==> src/rtl/fp_div_pkg.sv <==
// Shared types and constants for the single-precision divide path
// (operand queue, divider core and result stage).
package fp_div_pkg;

    typedef enum logic [2:0] {
        FC_ZERO,
        FC_NORM,
        FC_INF,
        FC_QNAN,
        FC_SNAN
    } fp_class_e;

    localparam logic [31:0] QNAN_C   = 32'h7FC00000;
    localparam int          EXP_BIAS = 127;
    // All-ones biased exponent marks inf/NaN.
    localparam logic [7:0]  EXP_MAX  = 8'(2 * EXP_BIAS + 1);

    typedef struct packed {
        logic [31:0] opd1;
        logic [31:0] opd2;
        logic        bypass;
        logic [31:0] special;
        logic        dbz;
        logic        inv;
    } fp_div_entry_t;

    function automatic logic [31:0] fp_signed_inf(input logic sign);
        return {sign, EXP_MAX, 23'b0};
    endfunction

    function automatic logic [31:0] fp_signed_zero(input logic sign);
        return {sign, 31'b0};
    endfunction

endpackage

==> src/rtl/fp_operand_classify.sv <==
// Classifies one IEEE-754 single operand and flushes denormals to signed zero.
module fp_operand_classify
    import fp_div_pkg::*;
(
    input  logic [31:0] value,
    output fp_class_e   fclass,
    output logic [31:0] flushed
);

    logic [7:0]  exp_f;
    logic [22:0] man_f;

    assign exp_f = value[30:23];
    assign man_f = value[22:0];

    always_comb begin
        fclass  = FC_NORM;
        flushed = value;
        if (exp_f == 8'h00) begin
            // Denormals and true zeros both become a signed zero.
            fclass  = FC_ZERO;
            flushed = fp_signed_zero(value[31]);
        end else if (exp_f == EXP_MAX) begin
            if (man_f == 23'b0) begin
                fclass = FC_INF;
            end else if (man_f[22]) begin
                fclass = FC_QNAN;
            end else begin
                fclass = FC_SNAN;
            end
        end
    end

endmodule

==> src/rtl/fp_div_operand_queue.sv <==
// Operand FIFO in front of the divider: classifies and resolves IEEE special
// cases on the write side so each stored entry is already final.
module fp_div_operand_queue
    import fp_div_pkg::*;
#(
    parameter int DEPTH = 4,
    localparam int CNT_W = $clog2(DEPTH) + 1
) (
    input  logic             clk,
    input  logic             rst,
    input  logic             in_valid,
    output logic             in_ready,
    input  logic [31:0]      in_opd1,
    input  logic [31:0]      in_opd2,
    output logic             out_valid,
    input  logic             out_ready,
    output logic [31:0]      out_opd1,
    output logic [31:0]      out_opd2,
    output logic             out_bypass,
    output logic [31:0]      out_special,
    output logic             out_dbz,
    output logic             out_inv,
    output logic [CNT_W-1:0] count
);

    localparam int PTR_W = $clog2(DEPTH);

    // Handshake: a beat transfers on a rising edge where valid && ready are both
    // high; valid never depends on ready, and the offered payload must stay
    // stable until that edge.

    fp_class_e        cls1, cls2;
    logic [31:0]      flush1, flush2;
    fp_div_entry_t    wr_entry;
    fp_div_entry_t    head;
    fp_div_entry_t    mem [DEPTH];
    logic [PTR_W-1:0] wr_ptr, rd_ptr;
    logic [CNT_W-1:0] count_q;
    logic             full, empty, push, pop;
    logic             sign_q;
    logic             nan1, nan2;

    fp_operand_classify u_cls1 (
        .value   (in_opd1),
        .fclass  (cls1),
        .flushed (flush1)
    );

    fp_operand_classify u_cls2 (
        .value   (in_opd2),
        .fclass  (cls2),
        .flushed (flush2)
    );

    assign sign_q = in_opd1[31] ^ in_opd2[31];
    assign nan1   = (cls1 == FC_QNAN) || (cls1 == FC_SNAN);
    assign nan2   = (cls2 == FC_QNAN) || (cls2 == FC_SNAN);

    // Special-case resolution, first matching rule wins.
    always_comb begin
        wr_entry         = '0;
        wr_entry.opd1    = flush1;
        wr_entry.opd2    = flush2;
        wr_entry.bypass  = 1'b1;
        if (nan1 || nan2) begin
            wr_entry.special = QNAN_C;
            wr_entry.inv     = (cls1 == FC_SNAN) || (cls2 == FC_SNAN);
        end else if ((cls1 == FC_ZERO && cls2 == FC_ZERO) ||
                     (cls1 == FC_INF  && cls2 == FC_INF)) begin
            wr_entry.special = QNAN_C;
            wr_entry.inv     = 1'b1;
        end else if (cls1 == FC_NORM && cls2 == FC_ZERO) begin
            wr_entry.special = fp_signed_inf(sign_q);
            wr_entry.dbz     = 1'b1;
        end else if (cls1 == FC_INF) begin
            wr_entry.special = fp_signed_inf(sign_q);
        end else if (cls1 == FC_NORM && cls2 == FC_NORM) begin
            wr_entry.bypass  = 1'b0;
        end else begin
            wr_entry.special = fp_signed_zero(sign_q);
        end
    end

    assign full      = (count_q == CNT_W'(DEPTH));
    assign empty     = (count_q == '0);
    // No pass-through when full: a same-cycle pop does not free a slot early.
    assign in_ready  = !full && !rst;
    assign out_valid = !empty;
    assign push      = in_valid && in_ready;
    assign pop       = out_valid && out_ready;

    always_ff @(posedge clk) begin
        if (rst) begin
            wr_ptr  <= '0;
            rd_ptr  <= '0;
            count_q <= '0;
        end else begin
            if (push) begin
                wr_ptr <= wr_ptr + PTR_W'(1);
            end
            if (pop) begin
                rd_ptr <= rd_ptr + PTR_W'(1);
            end
            case ({push, pop})
                2'b10:   count_q <= count_q + CNT_W'(1);
                2'b01:   count_q <= count_q - CNT_W'(1);
                default: count_q <= count_q;
            endcase
        end
    end

    // Storage needs no reset: count alone decides which slots are live.
    always_ff @(posedge clk) begin
        if (push) begin
            mem[wr_ptr] <= wr_entry;
        end
    end

    assign head        = mem[rd_ptr];
    assign out_opd1    = head.opd1;
    assign out_opd2    = head.opd2;
    assign out_bypass  = head.bypass;
    assign out_special = head.special;
    assign out_dbz     = head.dbz;
    assign out_inv     = head.inv;
    assign count       = count_q;

endmodule

==> config.mk <==
export PLATFORM = sky130hd
export DESIGN_NAME = fp_div_operand_queue
export DESIGN_NICKNAME = d
export VERILOG_FILES = /design/src/rtl/fp_div_pkg.sv /design/src/rtl/fp_operand_classify.sv /design/src/rtl/fp_div_operand_queue.sv
export SDC_FILE = /design/constraint.sdc
export NUM_CORES = 1
export LEC_CHECK = 0
export CAP_MARGIN = 10
export CORE_ASPECT_RATIO = 0.5
export CORE_MARGIN = 2
export CORE_UTILIZATION = 25
export CTS_BUF_LIST = sky130_fd_sc_hd__clkbuf_2 sky130_fd_sc_hd__clkbuf_4 sky130_fd_sc_hd__clkbuf_8
export DETAILED_ROUTE_END_ITERATION = 8
export PLACE_DENSITY_LB_ADDON = 0.15
export SETUP_SLACK_MARGIN = 0.2
export SLEW_MARGIN = 20
export SYNTH_ARGS = -nofsm -noshare
export SYNTH_HDL_FRONTEND = slang
export SYNTH_SLANG_ARGS = --single-unit
==> constraint.sdc <==
create_clock -name clk -period 4.3 [get_ports clk]
set_clock_uncertainty 0.05 [all_clocks]
set_input_delay 0.86 -clock clk [delete_from_list [all_inputs] [get_ports clk]]
set_output_delay 0.86 -clock clk [all_outputs]
set_load 0.05 [all_outputs]
==> qor.json <==
{
  "hold_depth": {"value": 2},
  "total_leakage_power": {"value": 4.50, "unit": "nW"},
  "synth_warnings": {"value": 0},
  "clkSlewWorstSetupHoldPaths": {"value": 0.06, "unit": "ns"},
  "post_synth_most_frequent_cells": {"value": "sky130_fd_sc_hd__edfxtp_1, sky130_fd_sc_hd__mux4_2, sky130_fd_sc_hd__and2_1"},
  "ys.flop_type": {"value": "sky130_fd_sc_hd__edfxtp_1"},
  "cts_root_buf": {"value": "sky130_fd_sc_hd__clkbuf_8"},
  "r2r_cells": {"value": 10},
  "cp_data_required_time": {"value": 3.39, "unit": "ns"},
  "worstSetupPathType": {"value": "reg -> out"},
  "post_cts_resize_count": {"value": 0},
  "placed_cells": {"value": 1269},
  "via_per_inst": {"value": 4.14},
  "timing.max_slew.rel_slack": {"value": 59.6, "unit": "%"},
  "cp_data_arrival_time": {"value": 2.89, "unit": "ns"},
  "seq_area": {"value": 0.00860, "unit": "sq mm"},
  "grt_pass1_vias": {"value": 6239},
  "worst_path_dominant_cell_family": {"value": "buffers and inverters"},
  "drc": {"value": 0},
  "setup_violations": {"value": 0},
  "max_cap_violations": {"value": 0},
  "hpwl": {"value": 16.2, "unit": "mm"},
  "cts.repair_timing.setup_buffer_count": {"value": 0},
  "standard_cell_with_the_maximum_stage_delay_on_the_critical_path": {"value": "sky130_fd_sc_hd__clkdlybuf4s50_1"},
  "gpl.final_weighted_congestion": {"value": 0.680},
  "total_power": {"value": 8.36, "unit": "mW"},
  "postSynthRegisterBits": {"value": 289},
  "synth-seq-area-share": {"value": 75.7, "unit": "%"},
  "post_synthesis_instance_total": {"value": 553},
  "yosysTopAreaCell": {"value": "sky130_fd_sc_hd__edfxtp_1"},
  "diodes": {"value": 0},
  "mappedNetlistArea": {"value": 0.0114, "unit": "sq mm"},
  "port_buffers": {"value": 149},
  "fp.dieW": {"value": 305, "unit": "um"},
  "area.growth.synth_to_final": {"value": 27.0, "unit": "%"},
  "first_pass_iters": {"value": 4},
  "grt_pass1_wl": {"value": 39.9, "unit": "mm"},
  "cts_buffers": {"value": 47},
  "crit_path_max_fanout": {"value": 20},
  "cp_num_buf_inv": {"value": 2},
  "critical_path.startpoint_type": {"value": "flop"},
  "congestion_overflow_gr": {"value": 0},
  "cts.sinks": {"value": 289},
  "finalHoldViolations": {"value": 0},
  "post_route_utilization": {"value": 32.0, "unit": "%"},
  "postCtsHoldBufs": {"value": 0},
  "fin_crit_sh": {"value": 88.3, "unit": "%"},
  "min-delay-path-class": {"value": "reg -> reg"},
  "biggest_area_contributors_in_the_synthesized_netlist": {"value": "sky130_fd_sc_hd__edfxtp_1, sky130_fd_sc_hd__mux4_2, sky130_fd_sc_hd__and2_1, sky130_fd_sc_hd__buf_4, sky130_fd_sc_hd__dfxtp_1"},
  "ant_nets": {"value": 0},
  "worst_skew_pair_later_pin_latency": {"value": 0.54, "unit": "ns"},
  "global_route.usage.total": {"value": 11.4, "unit": "%"},
  "synth_top_area_share": {"value": 74.1, "unit": "%"},
  "floorplan.initialDensity": {"value": 25.2, "unit": "%"},
  "finalWorstPathRequiredPeriod": {"value": 3.80, "unit": "ns"},
  "die_h": {"value": 155, "unit": "um"},
  "route.final.wire_length": {"value": 26.9, "unit": "mm"},
  "grt_start_max_net_pins": {"value": 71},
  "fin_cells": {"value": 1352},
  "timing.reg2reg.setup_slack": {"value": 1.90, "unit": "ns"},
  "fin_setup_tns": {"value": 0, "unit": "ns"},
  "rows": {"value": 55},
  "design.die.area": {"value": 0.0472, "unit": "sq mm"},
  "setup_repair_after_global_routing_missed_its_margin": {"value": "false"},
  "clock_path_buffers": {"value": 3},
  "timing.critical_path.cells": {"value": "buf_4, mux4_2, clkdlybuf4s50_1"},
  "drt_iter0_drc": {"value": 414},
  "hp-start": {"value": "count[2]$_SDFFE_PP0P_"},
  "detailroute.via_count": {"value": 5596},
  "final_max_slew_viol_count": {"value": 0},
  "post_drt_wl_per_cell": {"value": 19.9, "unit": "um"},
  "clock_tree.htree_level_count": {"value": 2},
  "result_of_the_run": {"value": "finished clean"},
  "ys_types": {"value": 35},
  "peakVddDrop": {"value": 0.184, "unit": "mV"},
  "worstSetupEndpointType": {"value": "primary output"},
  "worstSetupPathDepth": {"value": 3},
  "fillers": {"value": 4387},
  "cts_tree": {"value": "yes"},
  "drive_gt1_share": {"value": 22.3, "unit": "%"},
  "nets": {"value": 794},
  "most_used_standard_cell_by_instance_count_after_synthesis": {"value": "sky130_fd_sc_hd__edfxtp_1"},
  "synth_async_sr_flop_share": {"value": 0, "unit": "%"},
  "area_of_the_placeable_core": {"value": 0.0450, "unit": "sq mm"},
  "powerDensity": {"value": 580, "unit": "mW/mm^2"},
  "synth-edff-count": {"value": 280},
  "total_area_of_multi_input_combinational_cells": {"value": 0.00247, "unit": "sq mm"},
  "worst_hold_end": {"value": "count[2]$_SDFFE_PP0P_"},
  "ioPinCount": {"value": 172},
  "timing.rr.end": {"value": "count[2]$_SDFFE_PP0P_"},
  "tightestPinTransition": {"value": 0.602, "unit": "ns"},
  "critical_path.max_stage_delay": {"value": 0.72, "unit": "ns"},
  "postSynthAreaPerCell": {"value": 20.5, "unit": "sq um"},
  "regToRegStartpoint": {"value": "count[0]$_SDFFE_PP0P_"},
  "grt_antenna_before_repair": {"value": 0},
  "fmax": {"value": 0.263, "unit": "GHz"}
}
==> cells in the final DEF (no fill, tap or decap), types with 6 or more instances in the layout <==
master,netlist,final
sky130_fd_sc_hd__dfxtp_1,9,7
sky130_fd_sc_hd__conb_1,1,22
sky130_fd_sc_hd__buf_12,0,7
sky130_fd_sc_hd__clkbuf_8,0,48
sky130_fd_sc_hd__edfxtp_1,280,280
sky130_fd_sc_hd__and2_1,47,47
sky130_fd_sc_hd__nor2_1,11,11
sky130_fd_sc_hd__clkbuf_4,0,23
sky130_fd_sc_hd__nand4_1,6,6
sky130_fd_sc_hd__buf_4,29,7
sky130_fd_sc_hd__inv_1,7,7
sky130_fd_sc_hd__mux4_2,70,70
sky130_fd_sc_hd__nor4_1,13,13
sky130_fd_sc_hd__clkinv_1,0,8
sky130_fd_sc_hd__clkdlybuf4s50_1,0,149
==> sequential cells by signal, indices dropped and copies added, names as in the netlist, named ones only <==
name,flops
count,3
mem,280
rd_ptr,2
wr_ptr,2
==> cells by family (layout without fill, tap and decap cells) <==
logic type | after synthesis | in the layout | share of synthesized area [%]
buffers and inverters | 73 | 253 | 3.45
XOR/XNOR | 6 | 6 | 0.463
adder cells (fa/ha/maj) | 6 | 6 | 0.727
multiplexers | 70 | 70 | 13.9
AND/OR/NAND/NOR | 97 | 97 | 5.07
AO/OA/AOI/OAI | 11 | 11 | 0.717
flip-flops | 289 | 289 | 75.7
other | 1 | 22 | 0.0330
==> final cells by class <==
type                       count  share of cell area [%]
sequential                   289                    59.6
tap                          598                    5.19
clock inverter                12                   0.408
timing repair buffer         163                    11.7
inverter                       7                   0.182
clock buffer                  71                    5.78
multi-input combinational    212                    17.1
==> worst max path at each step <==
| stage | startpoint | endpoint |
|---|---|---|
| after floorplan | rst | mem[0][0]$_DFFE_PP_ |
| after global placement | rst | in_ready |
| after detailed placement | in_opd2[0] | mem[3][32]$_DFFE_PP_ |
| after CTS | flop | out_opd1[21] |
| after global routing | flop | out_opd2[18] |
| final | flop | out_opd2[27] |
==> power breakdown <==
part           internal [mW]  switching, mW
registers               3.24          0.109
clock network           1.23           1.05
logic                   1.04           1.68
==> tightest hold or removal path: stages (launching register included) <==
cell and delay, ns:
sky130_fd_sc_hd__dfxtp_1 0.33, sky130_fd_sc_hd__o21ai_0 0.08, sky130_fd_sc_hd__a21oi_1 0.06
==> per-layer routing <==
layer / part of all wire [%] / vias to the layer above / GRT usage [%]
met5: 0 / - / 0
met3: 3.8 / 38 / 2.75
met1: 40 / 2946 / 13.0
met2: 55 / 106 / 21.6
li1: - / 2506 / -
met4: 1.5 / 0 / 2.96
==> per-stage QoR <==
step	hold slack, ns	instance area (sq um)	setup slack [ns]
after detailed placement	0.470	13500	0.566
final	0.473	14400	0.503
after floorplan	0.435	11400	0.737
after global placement	0.465	13500	0.641
after CTS	0.477	14400	0.357
after global routing	0.522	14400	0.307
No activity file was read; power rests on OpenSTA's default activity.
